$ cat src/rtl/mul_issue_ctrl_if.sv
`default_nettype none
// +----------------------------------------------------------------------------+
// | Module      : mul_issue_ctrl_if                                            |
// | Description : Handshake bundle between the EX-stage multiply issue         |
// |               controller (master) and the shared iterative Multiplier      |
// |               (slave).                                                     |
// |   master drives : mul_valid, mul_flush, mul_word, mul_signed[1:0],         |
// |                   mul_multiplicand, mul_multiplier                         |
// |   slave drives  : mul_ready, mul_out_valid, mul_result_hi, mul_result_lo   |
// | Revision    : 1.0 - initial release                                        |
// +----------------------------------------------------------------------------+
interface mul_issue_ctrl_if #(
  parameter int XLEN = 64
);
  logic            mul_valid;
  logic            mul_ready;
  logic            mul_flush;
  logic            mul_word;
  logic [1:0]      mul_signed;        // [1] rs1 signed, [0] rs2 signed
  logic [XLEN-1:0] mul_multiplicand;
  logic [XLEN-1:0] mul_multiplier;
  logic            mul_out_valid;
  logic [XLEN-1:0] mul_result_hi;
  logic [XLEN-1:0] mul_result_lo;

  modport master (
    output mul_valid, mul_flush, mul_word, mul_signed,
           mul_multiplicand, mul_multiplier,
    input  mul_ready, mul_out_valid, mul_result_hi, mul_result_lo
  );

  modport slave (
    input  mul_valid, mul_flush, mul_word, mul_signed,
           mul_multiplicand, mul_multiplier,
    output mul_ready, mul_out_valid, mul_result_hi, mul_result_lo
  );
endinterface
`default_nettype wire

$ cat src/rtl/mul_issue_ctrl.sv
`default_nettype none
// +----------------------------------------------------------------------------+
// | Module      : mul_issue_ctrl                                               |
// | Description : Sequences the shared iterative 64-bit Multiplier for the EX  |
// |               stage. Accepts one M-extension multiply at a time, drives    |
// |               the Multiplier handshake with signedness/word controls,      |
// |               handles flush and a watchdog timeout, then selects and holds |
// |               the (sign-extended) result for writeback.                    |
// | Ports       :                                                              |
// |   mul_clk, resetn          clock, synchronous active-low reset             |
// |   req_valid/req_ready      request handshake from EX                       |
// |   req_op, req_word         00 MUL, 01 MULH, 10 MULHSU, 11 MULHU; MULW      |
// |   req_rs1, req_rs2, req_rd operands and destination register              |
// |   flush                    pipeline flush                                  |
// |   mul_bus                  Multiplier bundle (master side)                 |
// |   wb_valid/wb_ready        writeback handshake                             |
// |   wb_data, wb_rd           writeback result and destination                |
// |   timeout_err              one-cycle pulse on watchdog abort               |
// | Revision    : 1.0 - initial release                                        |
// +----------------------------------------------------------------------------+
module mul_issue_ctrl #(
  parameter int XLEN    = 64,
  parameter int TIMEOUT = 0,   // 0 disables the watchdog
  parameter int CNT_W   = 8    // 2**CNT_W must exceed TIMEOUT
) (
  input  logic             mul_clk,
  input  logic             resetn,
  // request from EX
  input  logic             req_valid,
  output logic             req_ready,
  input  logic [1:0]       req_op,
  input  logic             req_word,
  input  logic [XLEN-1:0]  req_rs1,
  input  logic [XLEN-1:0]  req_rs2,
  input  logic [4:0]       req_rd,
  input  logic             flush,
  // Multiplier
  mul_issue_ctrl_if.master mul_bus,
  // writeback
  output logic             wb_valid,
  input  logic             wb_ready,
  output logic [XLEN-1:0]  wb_data,
  output logic [4:0]       wb_rd,
  output logic             timeout_err
);

  localparam logic [1:0] c_st_idle = 2'd0;
  localparam logic [1:0] c_st_req  = 2'd1;
  localparam logic [1:0] c_st_wait = 2'd2;
  localparam logic [1:0] c_st_done = 2'd3;

  localparam logic [1:0] c_op_mul    = 2'b00;
  localparam logic [1:0] c_op_mulh   = 2'b01;
  localparam logic [1:0] c_op_mulhsu = 2'b10;

  localparam logic [CNT_W-1:0] c_timeout = CNT_W'(TIMEOUT);
  localparam logic             c_wdog_en = (TIMEOUT != 0);

  logic [1:0]       r_state;
  logic [1:0]       w_next_state;

  logic [XLEN-1:0]  r_rs1;
  logic [XLEN-1:0]  r_rs2;
  logic [4:0]       r_rd;
  logic [1:0]       r_op;
  logic             r_word;
  logic [XLEN-1:0]  r_wb_data;
  logic [4:0]       r_wb_rd;
  logic [CNT_W-1:0] r_cnt;

  logic             w_req_ready;
  logic             w_mul_valid;
  logic             w_mul_flush;
  logic             w_wb_valid;
  logic             w_timeout;
  logic             w_accept;
  logic             w_mul_hs;
  logic             w_capture;
  logic [1:0]       w_signed;
  logic [XLEN-1:0]  w_result;

  // --------------------------------------------------------------------------
  // FSM: state register
  // --------------------------------------------------------------------------
  always_ff @(posedge mul_clk) begin : p_state_reg
    if (!resetn) begin
      r_state <= c_st_idle;
    end else begin
      r_state <= w_next_state;
    end
  end

  // --------------------------------------------------------------------------
  // FSM: output / handshake decode
  // --------------------------------------------------------------------------
  always_comb begin : p_fsm_out
    w_req_ready = 1'b0;
    w_mul_valid = 1'b0;
    w_wb_valid  = 1'b0;
    w_timeout   = 1'b0;
    w_mul_flush = 1'b0;
    if (!flush) begin
      w_req_ready = (r_state == c_st_idle) ||
                    ((r_state == c_st_done) && wb_ready);
      w_mul_valid = (r_state == c_st_req);
      w_wb_valid  = (r_state == c_st_done);
      // A result arriving on the same cycle as the timeout takes precedence.
      w_timeout   = c_wdog_en && (r_state == c_st_wait) &&
                    !mul_bus.mul_out_valid && (r_cnt == c_timeout);
    end
    // The watchdog abort reuses the Multiplier flush to cancel the operation.
    w_mul_flush = (flush && ((r_state == c_st_req) || (r_state == c_st_wait))) ||
                  w_timeout;
  end

  assign w_accept  = req_valid && w_req_ready;
  assign w_mul_hs  = w_mul_valid && mul_bus.mul_ready;
  assign w_capture = (r_state == c_st_wait) && mul_bus.mul_out_valid && !flush;

  // --------------------------------------------------------------------------
  // FSM: next state
  // --------------------------------------------------------------------------
  always_comb begin : p_fsm_next
    w_next_state = r_state;
    case (r_state)
      c_st_idle: begin
        if (w_accept) w_next_state = c_st_req;
      end
      c_st_req: begin
        if (flush)         w_next_state = c_st_idle;
        else if (w_mul_hs) w_next_state = c_st_wait;
      end
      c_st_wait: begin
        if (flush)                      w_next_state = c_st_idle;
        else if (mul_bus.mul_out_valid) w_next_state = c_st_done;
        else if (w_timeout)             w_next_state = c_st_idle;
      end
      c_st_done: begin
        if (flush)         w_next_state = c_st_idle;
        else if (wb_ready) w_next_state = w_accept ? c_st_req : c_st_idle;
      end
      default: w_next_state = c_st_idle;
    endcase
  end

  // --------------------------------------------------------------------------
  // Operand signedness and result selection from the registered op
  // --------------------------------------------------------------------------
  always_comb begin : p_signed
    w_signed = 2'b00;
    if (r_word) begin
      w_signed = 2'b11;
    end else begin
      case (r_op)
        c_op_mul, c_op_mulh: w_signed = 2'b11;
        c_op_mulhsu:         w_signed = 2'b10;
        default:             w_signed = 2'b00;
      endcase
    end
  end

  always_comb begin : p_result
    w_result = mul_bus.mul_result_hi;
    if (r_word) begin
      w_result = {{(XLEN-32){mul_bus.mul_result_lo[31]}}, mul_bus.mul_result_lo[31:0]};
    end else if (r_op == c_op_mul) begin
      w_result = mul_bus.mul_result_lo;
    end
  end

  // --------------------------------------------------------------------------
  // Request registers, result hold registers and watchdog counter
  // --------------------------------------------------------------------------
  always_ff @(posedge mul_clk) begin : p_datapath
    if (!resetn) begin
      r_rs1     <= '0;
      r_rs2     <= '0;
      r_rd      <= '0;
      r_op      <= '0;
      r_word    <= 1'b0;
      r_wb_data <= '0;
      r_wb_rd   <= '0;
      r_cnt     <= '0;
    end else begin
      if (w_accept) begin
        r_rs1  <= req_rs1;
        r_rs2  <= req_rs2;
        r_rd   <= req_rd;
        r_op   <= req_op;
        r_word <= req_word;
      end
      // The writeback copy of rd is separate so a back-to-back accept in
      // DONE cannot disturb the destination of the result being retired.
      if (w_capture) begin
        r_wb_data <= w_result;
        r_wb_rd   <= r_rd;
      end
      if (w_mul_hs && !flush) begin
        r_cnt <= '0;
      end else if (c_wdog_en && (r_state == c_st_wait) &&
                   !mul_bus.mul_out_valid && (r_cnt != c_timeout)) begin
        r_cnt <= r_cnt + 1'b1;
      end
    end
  end

  // --------------------------------------------------------------------------
  // Outputs: all forced low while reset is asserted
  // --------------------------------------------------------------------------
  assign req_ready                = resetn && w_req_ready;
  assign mul_bus.mul_valid        = resetn && w_mul_valid;
  assign mul_bus.mul_flush        = resetn && w_mul_flush;
  assign mul_bus.mul_word         = resetn && r_word;
  assign mul_bus.mul_signed       = resetn ? w_signed : 2'b00;
  assign mul_bus.mul_multiplicand = resetn ? r_rs1 : '0;
  assign mul_bus.mul_multiplier   = resetn ? r_rs2 : '0;
  assign wb_valid                 = resetn && w_wb_valid;
  assign wb_data                  = resetn ? r_wb_data : '0;
  assign wb_rd                    = resetn ? r_wb_rd : 5'd0;
  assign timeout_err              = resetn && w_timeout;

endmodule
`default_nettype wire

$ cat src/flat_wrapper.sv
// flat-port wrapper written by rule: the top's interface ports become plain ports
module mul_issue_ctrl_flat 
#(
  parameter int XLEN    = 64,
  parameter int TIMEOUT = 0,                             
  parameter int CNT_W   = 8                                   
)
  (mul_clk, resetn, req_valid, req_ready, req_op, req_word, req_rs1, req_rs2, req_rd, flush, wb_valid, wb_ready, wb_data, wb_rd, timeout_err, mul_bus_mul_valid, mul_bus_mul_flush, mul_bus_mul_word, mul_bus_mul_signed, mul_bus_mul_multiplicand, mul_bus_mul_multiplier, mul_bus_mul_ready, mul_bus_mul_out_valid, mul_bus_mul_result_hi, mul_bus_mul_result_lo);
  mul_issue_ctrl_if #(.XLEN(XLEN)) mul_bus_i ();
  input  logic mul_clk;
  input  logic resetn;
  input  logic req_valid;
  output logic req_ready;
  input  logic [1:0] req_op;
  input  logic req_word;
  input  logic [XLEN-1:0] req_rs1;
  input  logic [XLEN-1:0] req_rs2;
  input  logic [4:0] req_rd;
  input  logic flush;
  output logic wb_valid;
  input  logic wb_ready;
  output logic [XLEN-1:0] wb_data;
  output logic [4:0] wb_rd;
  output logic timeout_err;
  output wire logic [$bits(mul_bus_i.mul_valid)-1:0] mul_bus_mul_valid;
  output wire logic [$bits(mul_bus_i.mul_flush)-1:0] mul_bus_mul_flush;
  output wire logic [$bits(mul_bus_i.mul_word)-1:0] mul_bus_mul_word;
  output wire logic [$bits(mul_bus_i.mul_signed)-1:0] mul_bus_mul_signed;
  output wire logic [$bits(mul_bus_i.mul_multiplicand)-1:0] mul_bus_mul_multiplicand;
  output wire logic [$bits(mul_bus_i.mul_multiplier)-1:0] mul_bus_mul_multiplier;
  input wire logic [$bits(mul_bus_i.mul_ready)-1:0] mul_bus_mul_ready;
  input wire logic [$bits(mul_bus_i.mul_out_valid)-1:0] mul_bus_mul_out_valid;
  input wire logic [$bits(mul_bus_i.mul_result_hi)-1:0] mul_bus_mul_result_hi;
  input wire logic [$bits(mul_bus_i.mul_result_lo)-1:0] mul_bus_mul_result_lo;
  assign mul_bus_mul_valid = mul_bus_i.mul_valid;
  assign mul_bus_mul_flush = mul_bus_i.mul_flush;
  assign mul_bus_mul_word = mul_bus_i.mul_word;
  assign mul_bus_mul_signed = mul_bus_i.mul_signed;
  assign mul_bus_mul_multiplicand = mul_bus_i.mul_multiplicand;
  assign mul_bus_mul_multiplier = mul_bus_i.mul_multiplier;
  assign mul_bus_i.mul_ready = mul_bus_mul_ready;
  assign mul_bus_i.mul_out_valid = mul_bus_mul_out_valid;
  assign mul_bus_i.mul_result_hi = mul_bus_mul_result_hi;
  assign mul_bus_i.mul_result_lo = mul_bus_mul_result_lo;
  mul_issue_ctrl #(.XLEN(XLEN), .TIMEOUT(TIMEOUT), .CNT_W(CNT_W)) u_core (.mul_clk(mul_clk), .resetn(resetn), .req_valid(req_valid), .req_ready(req_ready), .req_op(req_op), .req_word(req_word), .req_rs1(req_rs1), .req_rs2(req_rs2), .req_rd(req_rd), .flush(flush), .mul_bus(mul_bus_i), .wb_valid(wb_valid), .wb_ready(wb_ready), .wb_data(wb_data), .wb_rd(wb_rd), .timeout_err(timeout_err));
endmodule
$ cat config.mk
export PLATFORM = sky130hd
export DESIGN_NAME = mul_issue_ctrl_flat
export DESIGN_NICKNAME = d
export VERILOG_FILES = /design/src/rtl/mul_issue_ctrl_if.sv /design/src/rtl/mul_issue_ctrl.sv /design/src/flat_wrapper.sv
export SDC_FILE = /design/constraint.sdc
export NUM_CORES = 1
export LEC_CHECK = 0
export ABC_CLOCK_PERIOD_IN_PS = 2400
export CORE_AREA = 2 2 183 185
export DETAILED_ROUTE_END_ITERATION = 12
export DIE_AREA = 0 0 185 187
export DONT_BUFFER_PORTS = 1
export SETUP_SLACK_MARGIN = 0.2
export SYNTH_ARGS = -nofsm -noshare
export SYNTH_HDL_FRONTEND = slang
export SYNTH_SLANG_ARGS = --single-unit
$ cat constraint.sdc
create_clock -name mul_clk -period 2.4 [get_ports mul_clk]
set_input_delay 0.48 -clock mul_clk [delete_from_list [all_inputs] [get_ports mul_clk]]
set_output_delay 0.48 -clock mul_clk [all_outputs]
set_load 0.1 [all_outputs]
==> metrics.csv <==
stage;metric;value;unit
status;status;finished, final reports clean;
die;rows;67;
cts;clock_path_buffers;3;
cells_and_area;fin_cells;1801;
critical_path;endpoint_kind;primary output;
sta;holdWs;0.0910;ns
placement;place_inst;1759;
placement;routabilityCongestion;0.746;
cells_and_area;drive_gt1_share;23.4;%
critical_path;ff2ff_setup_slack;0.58;ns
die;die_y;187;um
sta;setup_tns;0;ns
critical_path;startpoint;u_core.r_state[0];
power_and_ir_drop;power.density;694;nW/um2
drt;drcViolationCount;0;
logic_synthesis;ys_types;38;
cts;clkLatencyLatePin;0.52;ns
global_route;first_global_vias;8168;
cts;cts_buffers;23;
placement;dp_slack;0.449;ns
die;initial_core_util;29.0;%
cts;cts-root-buf;clkbuf_16;
global_route;grt_start_max_net_pins;205;
cts;h-tree-depth;1;
cts;clkTransAtPathRegs;0.06;ns
run;cap_violations;0;
drt;viasPerCell;4.70;
critical_path;worstRegToRegCells;8;
sta;slew_headroom;61.5;%
sta;fin_skew;0.0135;ns
global_route;grt_pass1_wl;42.7;mm
sta;post-route-period-util;87.9;%
placement;port_buffers;0;
placement;detailed_place_hpwl;19.5;mm
global_route;antenna_found_initial;2;
logic_synthesis;syn_nets;1469;
sta;tightest_slew;0.578;ns
logic_synthesis;netlist_area;9520;um2
critical_path;worstSetupStartpointType;flip-flop;
logic_synthesis;ys_seq_area_share;43.5;%
power_and_ir_drop;total_leakage_power;4.99;nW
drt;vias;8458;
cts;cts.sinks;207;
sta;setup_viol;0;
die;dieArea;34600;um2
critical_path;endpoint;req_ready;
global_route;groute.usage.overall;15.3;%
drt;drt_iter0_drc;363;
logic_synthesis;yosys_warnings;0;
sta;finalCriticalPeriod;2.11;ns
sta;hold_viol_final;0;
cells_and_area;syn_to_final_growth;27.9;%
critical_path;rr_startpoint;u_core.r_state[0];
sta;rsz0062_at_grt;true;
die;io-pin-count;476;
cts;cts_tree;done;
sta;fin_ws;0.290;ns
drt;wl_per_cell;15.6;um
critical_path;r2r_end;u_core.r_rs1[33];
drt;drtAntennaViolNets;0;
min_path;min_path_type;in -> reg;
logic_synthesis;ys_seq_elements;207;
logic_synthesis;avgSynthCellArea;7.98;um2
cells_and_area;finalNetCount;1613;
die;fp.dieW;185;um
critical_path;crit_required;1.92;ns
sta;fmax;474;MHz
power_and_ir_drop;vdd_drop_max;0.000445;V
global_route;grt.overflow.total;0;
drt;dr.pass1.iters;4;
sta;finalMaxSlewViolations;0;
drt;routed_wl;28.2;mm
critical_path;worstPathMaxFanout;4;
logic_synthesis;synthCells;1193;
cells_and_area;fin_area;12200;um2
critical_path;path_class;reg -> out;
critical_path;crit_arrival;1.63;ns
die;core;32900;um2
placement;dpl_cell_area;11400;um2
## power breakdown
part / switching, mW / internal (mW) / total, mW
combinational: 1.03 / 0.405 / 1.44
clock: 1.41 / 1.97 / 3.38
sequential: 0.0644 / 3.57 / 3.64
total: 2.50 / 5.95 / 8.45
## timing repair
item | in CTS | in global routing
cloned | 0 | 0
hold buffers | 0 | 0
gates resized for setup | 3 | 7
setup buffers | 1 | 0
setup endpoints to repair | 2 | 3
## through the flow
step | utilization (%) | power, mW
floorplan | - | 4.89
global placement | 34.7 | 5.13
detailed placement | 34.7 | 5.14
CTS | 37.0 | 8.58
global route | 37.1 | 8.83
finish | 37.1 | 8.45
## cell families (layout without fill, tap and decap cells)
kind of cell	Yosys count	count (layout)	synth area share, %
flops	207	207	43.5
mux	64	64	7.15
compound gates	251	251	15.0
fa+ha+maj	5	5	0.657
simple gates	561	561	27.9
buf+inv	104	263	5.68
other cells	1	2	0.0394
## cell type report
class	instances	area, um2
Clock inverter	6	33.8
Inverter	6	27.5
Sequential cell	207	4150
Tap cell	448	561
Clock buffer	34	687
Timing Repair Buffer	217	1810
Fill cell	3405	20700
Multi-Input combinational cell	882	4910
Antenna cell	1	2.50
## cell usage after synthesis
cell type | number | area (um2)
mux2i_1 | 32 | 320
and3b_1 | 1 | 8.76
a211oi_2 | 10 | 125
a21oi_2 | 1 | 8.76
inv_1 | 4 | 15.0
mux2_2 | 32 | 360
nor3_1 | 4 | 20.0
conb_1 | 1 | 3.75
nand2b_4 | 1 | 13.8
a2bb2oi_1 | 1 | 8.76
o2111ai_1 | 1 | 8.76
nor2_1 | 45 | 169
buf_6 | 14 | 158
and3_1 | 1 | 6.26
nand3b_2 | 1 | 11.3
nand2b_1 | 3 | 18.8
ha_1 | 5 | 62.6
o21a_4 | 1 | 15.0
buf_1 | 1 | 3.75
a21o_1 | 1 | 7.51
or2_1 | 1 | 6.26
o21ai_1 | 29 | 145
nand2_1 | 304 | 1140
and2_1 | 197 | 1230
o21ai_4 | 1 | 16.3
a21oi_1 | 172 | 861
a31oi_1 | 1 | 6.26
inv_2 | 2 | 7.51
dfxtp_1 | 207 | 4140
a211oi_1 | 22 | 165
nor3b_1 | 1 | 7.51
o311ai_0 | 1 | 8.76
buf_4 | 6 | 45.0
nor2_4 | 2 | 22.5
buf_2 | 18 | 90.1
clkbuf_1 | 59 | 221
o21ai_0 | 9 | 45.0
o2bb2ai_1 | 1 | 8.76
## routing by layer
metal | up-vias | share of wire (%) | routed length, um | track usage [%]
met3 | 52 | 10 | 2850 | 5.22
met5 | - | 0.046 | 13 | 0
met4 | 2 | 2.7 | 748 | 4.30
met1 | 3897 | 38 | 10700 | 17.0
met2 | 346 | 49 | 13800 | 27.5
li1 | 4161 | - | - | -
## state kept, by name, indices dropped and copies added (netlist names)
register / count
u_core.r_rs1: 64
u_core.r_state: 2
u_core.r_rs2: 64
u_core.r_rd: 5
u_core.r_op: 2
u_core.r_wb_data: 64
u_core.r_wb_rd: 5
u_core.r_word: 1
## worst min path at each step
stage / start / end / slack [ns] / cells after the start
5_1_grt: req_rs1[14] / u_core.r_rs1[14] / 0.07 / 2
4_1_cts: req_rs2[34] / u_core.r_rs2[34] / 0.06 / 2
3_5_place_dp: u_core.r_rs1[36] / u_core.r_rs1[36] / 0.44 / 2
6_report: req_rd[3] / u_core.r_rd[3] / 0.09 / 2
3_3_place_gp: u_core.r_rs2[3] / u_core.r_rs2[3] / 0.44 / 2
2_1_floorplan: u_core.r_rs1[0] / u_core.r_rs1[0] / 0.43 / 2
## critical path, stage by stage, from the launching register on
cell	delay, ns
dfxtp_2	0.34
inv_1	0.11
ha_2	0.24
a21oi_4	0.05
nor3_4	0.14
buf_8	0.23
## cells in the final DEF (no fill, tap or decap), drive strengths merged, types with 4 or more instances in the layout
cell type,synthesis,routed
clkbuf,59,34
nor3,4,4
mux2,32,32
nand2,304,304
nand2b,4,4
buf,39,217
o21ai,39,39
a21oi,173,173
dfxtp,207,207
and2,197,197
inv,6,7
nor2,47,47
ha,5,5
clkinv,0,5
mux2i,32,32
a211oi,32,32
(Power assumes the default switching activity.)
